## config.mk

```make
export PLATFORM = sky130hd
export DESIGN_NAME = dcp_dump
export DESIGN_NICKNAME = d
export VERILOG_FILES = /design/src/rtl/dcp_dump.sv
export SDC_FILE = /design/constraint.sdc
export NUM_CORES = 1
export LEC_CHECK = 0
export ABC_AREA = 1
export BUFFER_PORTS_ARGS = -buffer_cell sky130_fd_sc_hd__buf_4
export CORE_ASPECT_RATIO = 1.5
export CORE_MARGIN = 2
export CORE_UTILIZATION = 52
export DETAILED_ROUTE_END_ITERATION = 16
export GPL_TIMING_DRIVEN = 0
export MAX_ROUTING_LAYER = met4
export PLACE_DENSITY = 0.81
export SKIP_CTS_REPAIR_TIMING = 1
export SYNTH_ARGS = -nofsm -noshare
export SYNTH_HDL_FRONTEND = slang
export SYNTH_SLANG_ARGS = --single-unit
```

## constraint.sdc

```tcl
create_clock -name clk -period 1.65 [get_ports clk]
set_input_delay 0 -clock clk [delete_from_list [all_inputs] [get_ports clk]]
set_output_delay 0 -clock clk [all_outputs]
set_load 0.02 [all_outputs]
```

## src/rtl/dcp_dump.sv

```systemverilog
// dcp_dump: walks a storage range and prints "<PREFIX><hex addr>=<word>" per entry, then CR LF.
// Optional DCP_LINE_CRLF_EN: emit CR LF after every entry instead of only after the last one.
`timescale 1ns/1ps
`default_nettype none

module dcp_dump #(
   parameter int          NREG     = 32,
   parameter int          AW       = 5,
   parameter int          DW       = 32,
   parameter int          ADDR_HEX = 2,
   parameter logic [7:0]  PREFIX   = 8'h52
) (
   input  logic          clk,
   input  logic          rstn,
   input  logic [7:0]    sel_mode,
   input  logic [7:0]    cmd_code,
   input  logic [AW-1:0] start_addr,
   input  logic [AW:0]   count,
   output logic          finish,
   output logic          req_tx,
   output logic          type_tx,
   input  logic          ack_tx,
   output logic [AW-1:0] addr,
   input  logic [DW-1:0] dout_rf,
   output logic [DW-1:0] dout
);

   localparam int DIGW = (ADDR_HEX > 1) ? $clog2(ADDR_HEX) : 1;
   localparam int AXW  = 4 * ADDR_HEX;

   typedef enum logic [3:0] {
      S_IDLE, S_PFX, S_ADR, S_EQ, S_FETCH, S_DAT, S_NEXT, S_CR, S_LF, S_DONE
   } state_t;

   state_t          state_q, state_d;
   logic [AW-1:0]   addr_q, addr_d;
   logic [AW:0]     rem_q, rem_d;
   logic [DIGW-1:0] dig_q, dig_d;
   logic [DW-1:0]   data_q, data_d;
   logic            req_q, req_d;
   logic            fin_q, fin_d;

   logic            act;
   logic [AXW-1:0]  addr_ext;
   logic [DIGW-1:0] dsel;
   logic [3:0]      nib;
   logic [AW:0]     cnt_clamp;

   function automatic logic [7:0] hex_char(input logic [3:0] d);
      return (d < 4'd10) ? (8'h30 + {4'h0, d}) : (8'h37 + {4'h0, d});
   endfunction

   assign act       = (sel_mode == cmd_code);
   assign addr_ext  = AXW'(addr_q);
   assign dsel      = DIGW'(ADDR_HEX - 1) - dig_q;
   assign nib       = addr_ext[4*dsel +: 4];
   assign cnt_clamp = ((count == '0) || (count > (AW+1)'(NREG))) ? (AW+1)'(NREG) : count;

   always_ff @(posedge clk or negedge rstn) begin
      if (!rstn) begin
         state_q <= S_IDLE;
         addr_q  <= '0;
         rem_q   <= '0;
         dig_q   <= '0;
         data_q  <= '0;
         req_q   <= 1'b0;
         fin_q   <= 1'b0;
      end else begin
         state_q <= state_d;
         addr_q  <= addr_d;
         rem_q   <= rem_d;
         dig_q   <= dig_d;
         data_q  <= data_d;
         req_q   <= req_d;
         fin_q   <= fin_d;
      end
   end

   // Print states raise req on entry; after the ack, one low cycle precedes the next
   // character. EQ/DAT use the following FETCH/NEXT cycle as that low cycle.
   always_comb begin
      state_d = state_q;
      addr_d  = addr_q;
      rem_d   = rem_q;
      dig_d   = dig_q;
      data_d  = data_q;
      req_d   = req_q;
      fin_d   = fin_q;
      if (!act) begin
         state_d = S_IDLE;
         req_d   = 1'b0;
         fin_d   = 1'b0;
      end else begin
         case (state_q)
            S_IDLE: begin
               addr_d  = start_addr;
               rem_d   = cnt_clamp;
               dig_d   = '0;
               state_d = S_PFX;
               req_d   = 1'b1;
            end
            S_PFX: begin
               if (req_q) begin
                  req_d = ~ack_tx;
               end else begin
                  state_d = S_ADR;
                  dig_d   = '0;
                  req_d   = 1'b1;
               end
            end
            S_ADR: begin
               if (req_q) begin
                  req_d = ~ack_tx;
               end else begin
                  req_d = 1'b1;
                  if (dig_q == DIGW'(ADDR_HEX - 1)) state_d = S_EQ;
                  else                              dig_d   = dig_q + 1'b1;
               end
            end
            S_EQ: begin
               if (req_q && ack_tx) begin
                  req_d   = 1'b0;
                  state_d = S_FETCH;
               end
            end
            S_FETCH: begin
               data_d  = dout_rf;
               state_d = S_DAT;
               req_d   = 1'b1;
            end
            S_DAT: begin
               if (req_q && ack_tx) begin
                  req_d   = 1'b0;
                  state_d = S_NEXT;
               end
            end
            S_NEXT: begin
               rem_d  = rem_q - (AW+1)'(1);
               addr_d = (addr_q == AW'(NREG - 1)) ? '0 : addr_q + 1'b1;
               req_d  = 1'b1;
               if (rem_q == (AW+1)'(1)) state_d = S_CR;
               else begin
`ifdef DCP_LINE_CRLF_EN
                  state_d = S_CR;
`else
                  state_d = S_PFX;
`endif
               end
            end
            S_CR: begin
               if (req_q) begin
                  req_d = ~ack_tx;
               end else begin
                  state_d = S_LF;
                  req_d   = 1'b1;
               end
            end
            S_LF: begin
               // rem_q is zero only after the final entry's line break
               if (req_q) begin
                  if (ack_tx) begin
                     req_d = 1'b0;
                     if (rem_q == '0) begin
                        state_d = S_DONE;
                        fin_d   = 1'b1;
                     end
                  end
               end else begin
                  state_d = S_PFX;
                  req_d   = 1'b1;
               end
            end
            S_DONE:  fin_d   = 1'b1;
            default: state_d = S_IDLE;
         endcase
      end
   end

   always_comb begin
      dout = '0;
      case (state_q)
         S_PFX:   dout = DW'(PREFIX);
         S_ADR:   dout = DW'(hex_char(nib));
         S_EQ:    dout = DW'(8'h3D);
         S_DAT:   dout = data_q;
         S_CR:    dout = DW'(8'h0D);
         S_LF:    dout = DW'(8'h0A);
         default: dout = '0;
      endcase
   end

   assign req_tx  = req_q;
   assign finish  = fin_q;
   assign addr    = addr_q;
   assign type_tx = (state_q == S_DAT);

endmodule

`default_nettype wire

```

## Yosys cells after proc, flatten, opt, wreduce, memory -nomap -nowiden

Cells that the tools add are included.

| word-level totals | value |
|---|---|
| flip-flop bits (word level) | 50 |
| bits in latches | 0 |
| RAM bits | 0 |
| bits in read-only memories | 0 |
| input bits | 62 |
| output and inout bits | 40 |
| logic and storage cells | 95 |
| memories kept | 0 |

| cells by class | value |
|---|---|
| add/subtract/negate cells | 6 |
| $mul | 0 |
| divide/modulo/power cells | 0 |
| $lt $le $gt $ge | 2 |
| equal/unequal tests | 29 |
| shift operators | 1 |
| mux-type cells | 33 |
| bitwise gates (word level) | 1 |
| reductions and logical operators | 16 |

Operators by type and width:

| kind | number |
|---|---|
| $pmux W32 S6 | 1 |
| $mux W4 | 10 |
| $pmux W4 S10 | 1 |
| $ne A3 B3 Y1 const B | 8 |
| $eq A4 B3 Y1 const B | 4 |
| $add A6 B4 Y7 const A | 2 |
| $logic_not A6 Y1 | 2 |
| $mux W1 | 12 |
| $pmux W6 S2 | 1 |
| $pmux W5 S2 | 1 |
| $reduce_and A9 Y1 | 1 |
| $eq A4 B2 Y1 const B | 2 |
| $eq A4 B4 Y1 const B | 2 |
| $eq A8 B8 Y1 | 1 |
| $ne A4 B4 Y1 const B | 2 |
| $reduce_and A4 Y1 | 2 |
| $shiftx A8 B4 Y4 | 1 |
| $mux W7 | 1 |
| $eq A6 B1 Y1 const B | 1 |
| $gt A6 B6 Y1 const B | 1 |
| $mux W6 | 1 |
| $ne A2 B2 Y1 const B | 3 |
| $ne A3 B2 Y1 const B | 2 |
| $reduce_and A2 Y1 | 3 |
| other kinds (22) | 23 |

## Longest topological paths before layout

Gate-level depths: netlist of the first run.

| depth | value |
|---|---|
| depth after elaboration | 6 |
| gate-level depth with buffers | 11 |
| gate-level depth less buffers | 11 |

## Worst setup path before layout of the first run

No wires, ideal clock.

| timing | value |
|---|---|
| path kind | register to register |
| from | register addr_q[0] (netlist: addr[0]) |
| to | register addr_q[2] (netlist: addr[2]) |
| library setup time | 0.083 ns |
| arrival | 1.363 ns |
| data required time | 1.567 ns |
| slack | 0.204 ns |
| stages on the path, launching flop included | 10 |
| path buffers | 0 |
| period minus slack after synthesis | 1.446 ns |
| path through | dfrtp_1 ha_1 nand2_1 nor2_1 ha_1 inv_1 nand2_1 o21ai_0 nand2_1 o21ai_0 |

| on the way | value |
|---|---|
| cells in the longest elaborated chain, start to end | 3 |
| elaborated cells between the ends (all ways) | 4 |
| classes of those cells | 1 x add/sub; 1 x eq/ne; 2 x mux |

Ends and longest elaborated chain:

| what | line | text |
|---|---|---|
| start: declaration | 36 | `logic [AW-1:0] addr_q, addr_d;` |
| start signal: assignment | 70 | `addr_q <= addr_d;` |
| $add A5 B1 Y5 or $eq A5 B5 Y1 (tied branches) | 139 | `addr_d = (addr_q == AW'(NREG - 1)) ? '0 : addr_q + 1'b1;` |
| $mux W5 (*) | 139 |  |
| $pmux W5 S2 (*) | 94 | `case (state_q)` |

Mark *: on every way between the ends. The rest lies on a longest branch, timed or not.
A chain may end at the register's enable or synchronous reset.

## Worst setup path after layout of the first run

| timing | value |
|---|---|
| from | register state_q[2] |
| to | output dout[2] |

| on the way | value |
|---|---|
| cells in the longest elaborated chain, start to end | 2 |
| elaborated cells between the ends (all ways) | 7 |
| classes of those cells | 6 x eq/ne; 1 x mux |

Ends and longest elaborated chain:

| what | line | text |
|---|---|---|
| start: declaration | 35 | `state_t state_q, state_d;` |
| start signal: assignment | 69 | `state_q <= state_d;` |
| $eq A4 B4 Y1 (tied with other cells) | 181 | `case (state_q)` |
| $pmux W32 S6 (*) | 181 |  |
| end: declaration | 25 | `output logic [DW-1:0] dout` |

Marks and branches as above.

==> results.yml, run 1 <==
run_status:
  status: "finished, violations left"
  violations: "negative setup slack"
power:
  leakage_uw: 0.00258
  power_density_mw_per_mm2: 562
  peakVddDrop_uv: 448
route:
  wire_per_inst_um: 13.6
  drc: 0
  dr.first_iter.drc_count: 190
  wl_um: 9850
  routed_via_density: 5.16
  ant_nets: 0
  vias: 3749
  drtPass1Iterations: 5
sta:
  skew_ns: 0.00640
  finalSetupTns_ns: -0.0288
  clock.fmax_mhz: 602
  fin_crit_ns: 1.66
  slew_violations: 0
  setup_violations: 3
  relSlewSlack: 0.566
  rsz0062_at_grt: "yes"
  fin_ws_ns: -0.0121
  worst_pin_slew_ns: 0.651
  fin_crit_sh: 1.01
  hold_violations: 0
clock_tree:
  cts-root-buf: "clkbuf_8"
  clk_pin_slew_ns: 0.10
  cts_tree: "yes"
  worstSkewPairLatency_ns: 0.32
  htreeDepth: 2
  numCtsBuffers: 5
  clock-sinks: 50
  clockBufferDepth: 2
worst_setup_path:
  cp_max_fo: 6
  rr_endpoint: "state_q[2]$_DFFE_PN0P_"
  regToRegSetupSlack_ns: 0.08
  critPathLaunchType: "flop"
  end_kind: "primary output"
  endpoint: "dout[2]"
  required_ns: 1.65
  arrival_ns: 1.66
  rr_startpoint: "state_q[0]$_DFFE_PN0P_"
  critPathKind: "flop to primary output"
  ff2ff_path_depth: 10
  setup.worst_path.start: "state_q[2]$_DFFE_PN0P_"
final_layout:
  nets: 718
  syn_to_final_growth_pct: 48.2
  drive_gt1_frac: 0.293
  fin_util: 0.785
  diodes: 0
synthesis:
  syn_area_per_cell_um2: 6.53
  synthCells: 494
  ys_seq_area_frac: 0.388
  syn-cell-area_mm2: 0.00323
  synth.distinct_cells: 30
  ys_ff_latch: 50
  syn_nets: 561
  yosys_warnings: 0
place:
  hpwl_um: 6620
  place.gp.congestion: 0.934
  numPortBuffers: 101
global_routing:
  grt_overflow: 0
  antenna_found_initial: 0
  grt.total_usage: 0.272
  grt_pass1_wl_um: 14100
  grt_pass1_vias: 3364
  grt_max_degree: 51
floorplan:
  core_mm2: 0.00609
  die_h_um: 100
  fp.dieW_um: 68.3
  io_pins: 102
  initial_core_util: 0.530
  row_count: 35
  die_area_mm2: 0.00686
job:
  maxCapViolCount: 0
hold_path:
  hold_path.class: "input port to flop"
-- worst min path at each step --
stage,slack (ns),start,cells past startpoint,to
2_1_floorplan,-0.30,rstn,0,addr[0]$_DFFE_PN0P_
3_5_place_dp,0.07,rstn,1,addr[0]$_DFFE_PN0P_
5_1_grt,0.02,start_addr[4],5,addr[4]$_DFFE_PN0P_
3_3_place_gp,0.06,rstn,1,addr[0]$_DFFE_PN0P_
6_report,0.004,start_addr[4],5,addr[4]$_DFFE_PN0P_
4_1_cts,-0.27,rstn,1,data_q[9]$_DFFE_PN0P_
-- critical path, cell delays in order, from the launching register on --
cell	delay, ns
dfrtp_2	0.49
inv_4	0.10
nor2_4	0.05
nand2_4	0.11
clkinvlp_4	0.16
buf_6	0.16
nand2_2	0.05
nand3_2	0.08
buf_6	0.14
-- stage by stage --
step           instance area (um^2)  setup slack [ns]  power, uW  hold slack [ns]  cells
2_1_floorplan                  3230             0.204       1580           -0.296    494
3_3_place_gp                   4080            0.0695       1810           0.0643    669
3_5_place_dp                   4080            0.0613       1830           0.0717    669
4_1_cts                        4170            -0.208       2570           -0.269    677
5_1_grt                        4780            -0.103       2810           0.0247    726
6_report                       4780           -0.0121       2690          0.00383    726
-- cells by family after synthesis --
family,synth area share
AOI/OAI and AO/OA,0.0605
xor gates and xnor gates,0.0109
adders and majority gates,0.0194
buffers and inverters,0.110
DFF,0.388
and+or+nand+nor,0.412
-- power by group --
group          leakage, uW  switching (uW)  internal (uW)
Clock            0.0000447             462            307
Sequential        0.000662            66.8           1280
Combinational      0.00188             284            283
Total              0.00258             813           1870
-- cell usage in the layout, fill, tap and decap left out, types with 4 or more instances in the layout --
| cell type | synthesis | routed |
|---|---|---|
| nand4_1 | 4 | 4 |
| nor2_4 | 1 | 7 |
| o21ai_1 | 7 | 9 |
| ha_1 | 5 | 5 |
| dfrtp_2 | 0 | 7 |
| nand2_1 | 180 | 173 |
| clkbuf_8 | 0 | 5 |
| inv_1 | 66 | 64 |
| nand3_1 | 61 | 58 |
| buf_6 | 1 | 7 |
| buf_4 | 2 | 114 |
| nand2_2 | 4 | 11 |
| nor2_1 | 53 | 48 |
| buf_2 | 9 | 11 |
| dfrtp_1 | 50 | 43 |
| dlygate4sd3_1 | 0 | 33 |
| nor2_2 | 6 | 5 |
| o21ai_0 | 18 | 14 |
-- registers in the layout, summed over array words and instances, names as in the netlist --
register and cells:
rem_q 6, req_tx 1, data_q 32, finish 1
dig_q 1, state_q 4, addr 5
-- cells in the mapped netlist --
library cell | count | area, um^2
nor2_4 | 1 | 11.3
a31oi_1 | 2 | 12.5
clkbuf_1 | 2 | 7.51
dfrtp_1 | 50 | 1250
nand2_4 | 1 | 11.3
a21oi_1 | 5 | 25.0
inv_2 | 5 | 18.8
nor2_2 | 6 | 37.5
and2_1 | 1 | 6.26
nand3_1 | 61 | 305
clkbuf_2 | 1 | 5.00
xor2_1 | 2 | 17.5
xnor2_1 | 2 | 17.5
a21oi_4 | 1 | 16.3
o21ai_0 | 18 | 90.1
nand4_2 | 1 | 12.5
nor2_8 | 1 | 20.0
inv_1 | 66 | 248
o21ai_1 | 7 | 35.0
buf_6 | 1 | 11.3
nor2_1 | 53 | 199
o2111ai_1 | 1 | 8.76
clkinv_1 | 1 | 3.75
o21bai_1 | 1 | 7.51
buf_2 | 9 | 45.0
buf_4 | 2 | 15.0
ha_1 | 5 | 62.6
nand4_1 | 4 | 25.0
nand2_2 | 4 | 25.0
nand2_1 | 180 | 676
-- metal layers --
layer,track usage,vias to the layer above,share of wire
met5,-,-,0
met4,0.120,0,0.032
met3,0.0402,33,0.056
met2,0.482,173,0.54
met1,0.291,1709,0.37
li1,-,1834,-
-- layout make-up --
type | instances | area, um^2
Sequential cell | 50 | 1260
Multi-Input combinational cell | 357 | 1730
Timing Repair Buffer | 150 | 1230
Fill cell | 417 | 1310
Inverter | 72 | 285
Clock inverter | 3 | 25.0
Buffer | 15 | 92.6
Tap cell | 74 | 92.6
Clock buffer | 5 | 68.8
No activity file was read; power rests on OpenSTA's default activity.
==> run 2, diff against run 1 <==
CORE_MARGIN = 4   (was 2)
==> results.yml, run 2 (synthesis gave the netlist of run 1 again) <==
sta:
  slew_violations: 0
  fin_crit_sh: 1.00
  rsz0062_at_grt: "yes"
  setup_violations: 1
  finalSetupTns_ns: -0.00120
  fin_crit_ns: 1.65
  hold_violations: 0
  skew_ns: 0.00453
  fin_hold_ws_ns: 0.0265
  relSlewSlack: 0.558
  worst_pin_slew_ns: 0.664
  clock.fmax_mhz: 606
  fin_ws_ns: -0.00120
worst_setup_path:
  rr_startpoint: "state_q[0]$_DFFE_PN0P_"
  critPathKind: "flop to primary output"
  ff2ff_path_depth: 8
  regToRegSetupSlack_ns: 0.04
  endpoint: "dout[2]"
  setup.worst_path.start: "state_q[0]$_DFFE_PN0P_"
  end_kind: "primary output"
  cp_max_fo: 7
  critPathLaunchType: "flop"
  rr_endpoint: "data_q[12]$_DFFE_PN0P_"
  required_ns: 1.65
  arrival_ns: 1.65
global_routing:
  grt_pass1_wl_um: 15100
  grtUsageMet2: 0.443
  grt.total_usage: 0.253
  use_met3: 0.0368
  grt.busiest_layer: "met2"
  antenna_found_initial: 0
  grt_overflow: 0
  grt_pass1_vias: 3462
  grt_max_degree: 51
  use_met1: 0.282
hold_path:
  hold_path.class: "input port to flop"
power:
  leakage_uw: 0.00261
  power_uw: 2670
  peakVddDrop_uv: 477
  power_density_mw_per_mm2: 555
route:
  routed_via_density: 5.28
  drtPass1Iterations: 7
  wl_um: 10900
  wire_per_inst_um: 15.0
  drc: 0
  vias: 3835
  dr.first_iter.drc_count: 165
  ant_nets: 0
floorplan:
  fp.dieW_um: 72.3
  row_count: 34
  die_h_um: 104
  core_mm2: 0.00591
  io_pins: 102
  die_area_mm2: 0.00756
  initial_core_util: 0.546
place:
  hpwl_um: 7100
  numPortBuffers: 101
  postPlaceCellArea_mm2: 0.00408
  place.gp.congestion: 0.941
clock_tree:
  cts_tree: "yes"
  cts-root-buf: "clkbuf_8"
  clock-sinks: 50
  worstSkewPairLatency_ns: 0.30
  htreeDepth: 2
  numCtsBuffers: 5
  clockBufferDepth: 2
  clk_pin_slew_ns: 0.09
final_layout:
  diodes: 0
  top_register: "data_q"
  largest_reg_flops: 32
  final_common_cell: "nand2_1"
  fin_area_mm2: 0.00481
  nets: 721
  syn_to_final_growth_pct: 49.0
  drive_gt1_frac: 0.296
  final_cell_mix: "173 x nand2_1, 119 x buf_4, 61 x inv_1, 57 x nand3_1, 48 x nor2_1"
run_status:
  status: "finished, violations left"
  violations: "negative setup slack"
job:
  maxCapViolCount: 0
[run 2: cell count changes in the layout (fill, tap and decap cells not counted), moves of 2 or more]
cell and delta:
buf_2 -3, o21ai_0 +2, buf_4 +5, inv_1 -3
inv_2 +3
[run 2: stage by stage]
step | worst slack [ns] | cells | util
5_1_grt | -0.0783 | 727 | 0.813
3_3_place_gp | 0.0515 | 667 | 0.689
6_report | -0.00120 | 727 | 0.813
3_5_place_dp | 0.0411 | 667 | 0.689
4_1_cts | -0.211 | 675 | 0.705
2_1_floorplan | 0.204 | 494 | -
[run 2: worst min path at each step]
stage                  startpoint                  end  slack (ns)  depth (start not counted)
floorplan                    rstn  addr[0]$_DFFE_PN0P_       -0.30                          0
global placement             rstn  addr[2]$_DFFE_PN0P_        0.07                          1
detailed placement           rstn  addr[2]$_DFFE_PN0P_        0.07                          1
CTS                          rstn  addr[2]$_DFFE_PN0P_       -0.26                          1
global route        start_addr[4]  addr[4]$_DFFE_PN0P_        0.04                          5
finish              start_addr[1]  addr[1]$_DFFE_PN0P_        0.03                          5
[run 2: worst max-delay path, stage by stage, from the launching register on]
cell,delay [ns]
dfrtp_2,0.46
inv_4,0.09
nor2_4,0.05
nand2_4,0.13
clkinvlp_4,0.17
buf_6,0.16
nand2_1,0.07
nand3_2,0.08
buf_6,0.14
[run 2: cell type report]
type                       count  area [um^2]
multi-input combinational    357         1730
inverter                      72          285
fill                         395         1110
timing repair buffer         154         1260
clock buffer                   7         86.3
tap                           72         90.1
sequential                    50         1260
clock inverter                 1         5.00
buffer                        14         92.6
[run 2: per-layer routing]
metal  vias up  part of all wire
met5         -                 0
met2       161              0.55
met4         0             0.046
met3        39             0.051
met1      1795              0.35
li1       1840                 -
[run 2: power by group]
group	leakage, uW	internal, uW	total (uW)	switching (uW)
clock network	0.0000482	339	750	411
logic	0.00190	278	567	289
registers	0.000664	1280	1350	69.9
total	0.00261	1900	2670	770
==> run 3, diff against run 2 <==
ABC_AREA = not set   (was 1)
CORE_UTILIZATION = 51   (was 52)
==> results.yml, run 3 <==
run_status:
  status: "finished, violations left"
  violations: "negative hold slack, negative setup slack"
floorplan:
  die_area_mm2: 0.00735
  initial_core_util: 0.527
  io_pins: 102
  die_h_um: 103
  fp.dieW_um: 71.3
  row_count: 34
  core_mm2: 0.00583
final_layout:
  final_cell_mix: "102 x buf_4, 40 x dfrtp_1, 40 x dlygate4sd3_1, 31 x mux2_4"
  largest_reg_flops: 32
  fin_util: 0.827
  diodes: 0
  top_register: "data_q"
  drive_gt1_frac: 0.469
  syn_to_final_growth_pct: 57.0
  final_common_cell: "buf_4"
  nets: 531
worst_setup_path:
  end_kind: "primary output"
  rr_startpoint: "state_q[1]$_DFFE_PN0P_"
  regToRegSetupSlack_ns: -0.15
  critPathLaunchType: "flop"
  required_ns: 1.65
  critPathKind: "flop to primary output"
  crit_chain: "buf_6 > clkbuf_2 > nor2b_1 > o21ai_0 > a21oi_2 > buf_4"
  cpPeakStageDelay_ns: 0.45
  ff2ff_path_depth: 6
  rr_endpoint: "state_q[1]$_DFFE_PN0P_"
  cpLargestDelayFamily: "buffers and inverters"
  path_buf_inv: 3
  cp_max_fo: 10
  slowest_stage: "dfrtp_2"
  arrival_ns: 1.87
hold_path:
  min_to: "rem_q[2]$_DFFE_PN0P_"
  hold_path.class: "input port to flop"
  hp-start: "count[2]"
  hold_depth: 3
synthesis:
  synth-main-ff-cell: "dfrtp_1"
  syn_area_per_cell_um2: 10.1
  yosys-top-cells-area: "dfrtp_1 41%, mux2_4 15%, and3_1 5.5%, a21oi_1 4.6%, o21ai_1 2.4%"
  ys_top_cells_by_count: "50 x dfrtp_1, 30 x mux2_4, 28 x a21oi_1"
  synth.most_common_cell: "dfrtp_1"
  async_reset_ff_frac: 1.00
  yosys_warnings: 0
  syn-cell-area_mm2: 0.00307
  synth.top_cell.area_share: 0.408
  synthCells: 305
  syn_nets: 372
  ys_ff_latch: 50
  synth_top_area_cell: "dfrtp_1"
  ys_seq_area_frac: 0.408
  synth.distinct_cells: 50
  synth_edf_count: 0
sta:
  relSlewSlack: 0.563
  fin_crit_ns: 1.87
  hold_violations: 2
  slew_violations: 0
  rsz0062_at_grt: "yes"
  fin_crit_sh: 1.13
  setup_violations: 47
  fin_ws_ns: -0.221
  skew_ns: 0.0128
  fin_hold_ws_ns: -0.0396
  clock.fmax_mhz: 535
  worst_pin_slew_ns: 0.655
route:
  drc: 0
  wire_per_inst_um: 18.6
  wl_um: 10000
  routed_via_density: 5.80
  dr.first_iter.drc_count: 105
  vias: 3116
  ant_nets: 0
  drtPass1Iterations: 4
power:
  leakage_uw: 0.00240
  peakVddDrop_uv: 611
  power_density_mw_per_mm2: 536
place:
  numPortBuffers: 101
  place.gp.congestion: 0.942
  hpwl_um: 6150
global_routing:
  grt_max_degree: 51
  grt_overflow: 0
  grt_pass1_wl_um: 13000
  grt_pass1_vias: 2767
  antenna_found_initial: 0
  grt.total_usage: 0.225
clock_tree:
  cts_tree: "yes"
  htreeDepth: 2
  worstSkewPairLatency_ns: 0.31
  clk_pin_slew_ns: 0.10
  cts-root-buf: "clkbuf_8"
  numCtsBuffers: 5
  clockBufferDepth: 2
  clock-sinks: 50
job:
  maxCapViolCount: 0
==> run 3: changes by cell type in the layout (fill, tap and decap cells not counted), moves of 25 or more <==
cell,before,now
and3_1,0,25
inv_1,61,6
mux2_4,0,31
nand2_1,173,16
nand3_1,57,3
nor2_1,48,10
==> run 3: final cells by class <==
type / count / area (um^2)
plain buffers: 22 / 189
repair buffers: 152 / 1280
fillers: 344 / 1010
multi-input cells: 226 / 1880
flip-flops and latches: 50 / 1260
well taps: 72 / 90.1
clock inverters: 3 / 21.3
clock buffers: 5 / 68.8
inverters: 7 / 26.3
==> run 3: cell families after synthesis <==
family | Yosys count | synth area share
flip-flops | 50 | 0.408
XOR/XNOR | 9 | 0.0257
multiplexers | 36 | 0.168
AND/OR/NAND/NOR | 103 | 0.194
AO/OA/AOI/OAI | 73 | 0.139
adder cells (fa/ha/maj) | 5 | 0.0204
buffers and inverters | 29 | 0.0452
==> run 3: power by group <==
part           leakage, uW  internal [uW]  switching [uW]
clock            0.0000441            299             434
combinational      0.00169            291             205
sequential        0.000667           1280            80.0
==> run 3: worst min-delay path, delay by kind of cell <==
kind / cells / cell delay [ns]
AOI/OAI and AO/OA: 2 / 0.15
buffers and inverters: 1 / 0.08
==> run 3: how the worst max path moves through the flow <==
stage | slack, ns | cells after the start | startpoint | end
6_report | -0.22 | 6 | state_q[1]$_DFFE_PN0P_ | dout[5]
5_1_grt | -0.21 | 6 | state_q[1]$_DFFE_PN0P_ | dout[5]
4_1_cts | -0.40 | 5 | state_q[2]$_DFFE_PN0P_ | dout[3]
3_5_place_dp | -0.34 | 7 | state_q[2]$_DFFE_PN0P_ | rem_q[1]$_DFFE_PN0P_
3_3_place_gp | -0.41 | 6 | state_q[1]$_DFFE_PN0P_ | state_q[2]$_DFFE_PN0P_
2_1_floorplan | -0.02 | 6 | state_q[1]$_DFFE_PN0P_ | state_q[2]$_DFFE_PN0P_
==> run 3: stage by stage <==
step / area [um^2] / setup slack, ns / total power (uW) / TNS [ns] / instances
detailed placement: 3940 / -0.344 / 1730 / -6.25 / 478
CTS: 4030 / -0.396 / 2440 / -15.29 / 486
floorplan: 3090 / -0.0179 / 1510 / -0.0334 / 305
finish: 4820 / -0.221 / 2580 / -3.74 / 537
global placement: 3940 / -0.411 / 1710 / -7.07 / 478
global route: 4820 / -0.210 / 2680 / -6.01 / 537
==> run 3: layer usage <==
layer / GRT usage / share of wire / up-vias
li1: - / - / 1426
met1: 0.245 / 0.37 / 1533
met2: 0.417 / 0.55 / 131
met3: 0.0312 / 0.049 / 26
met4: 0.0709 / 0.027 / 0
met5: - / 0 / -
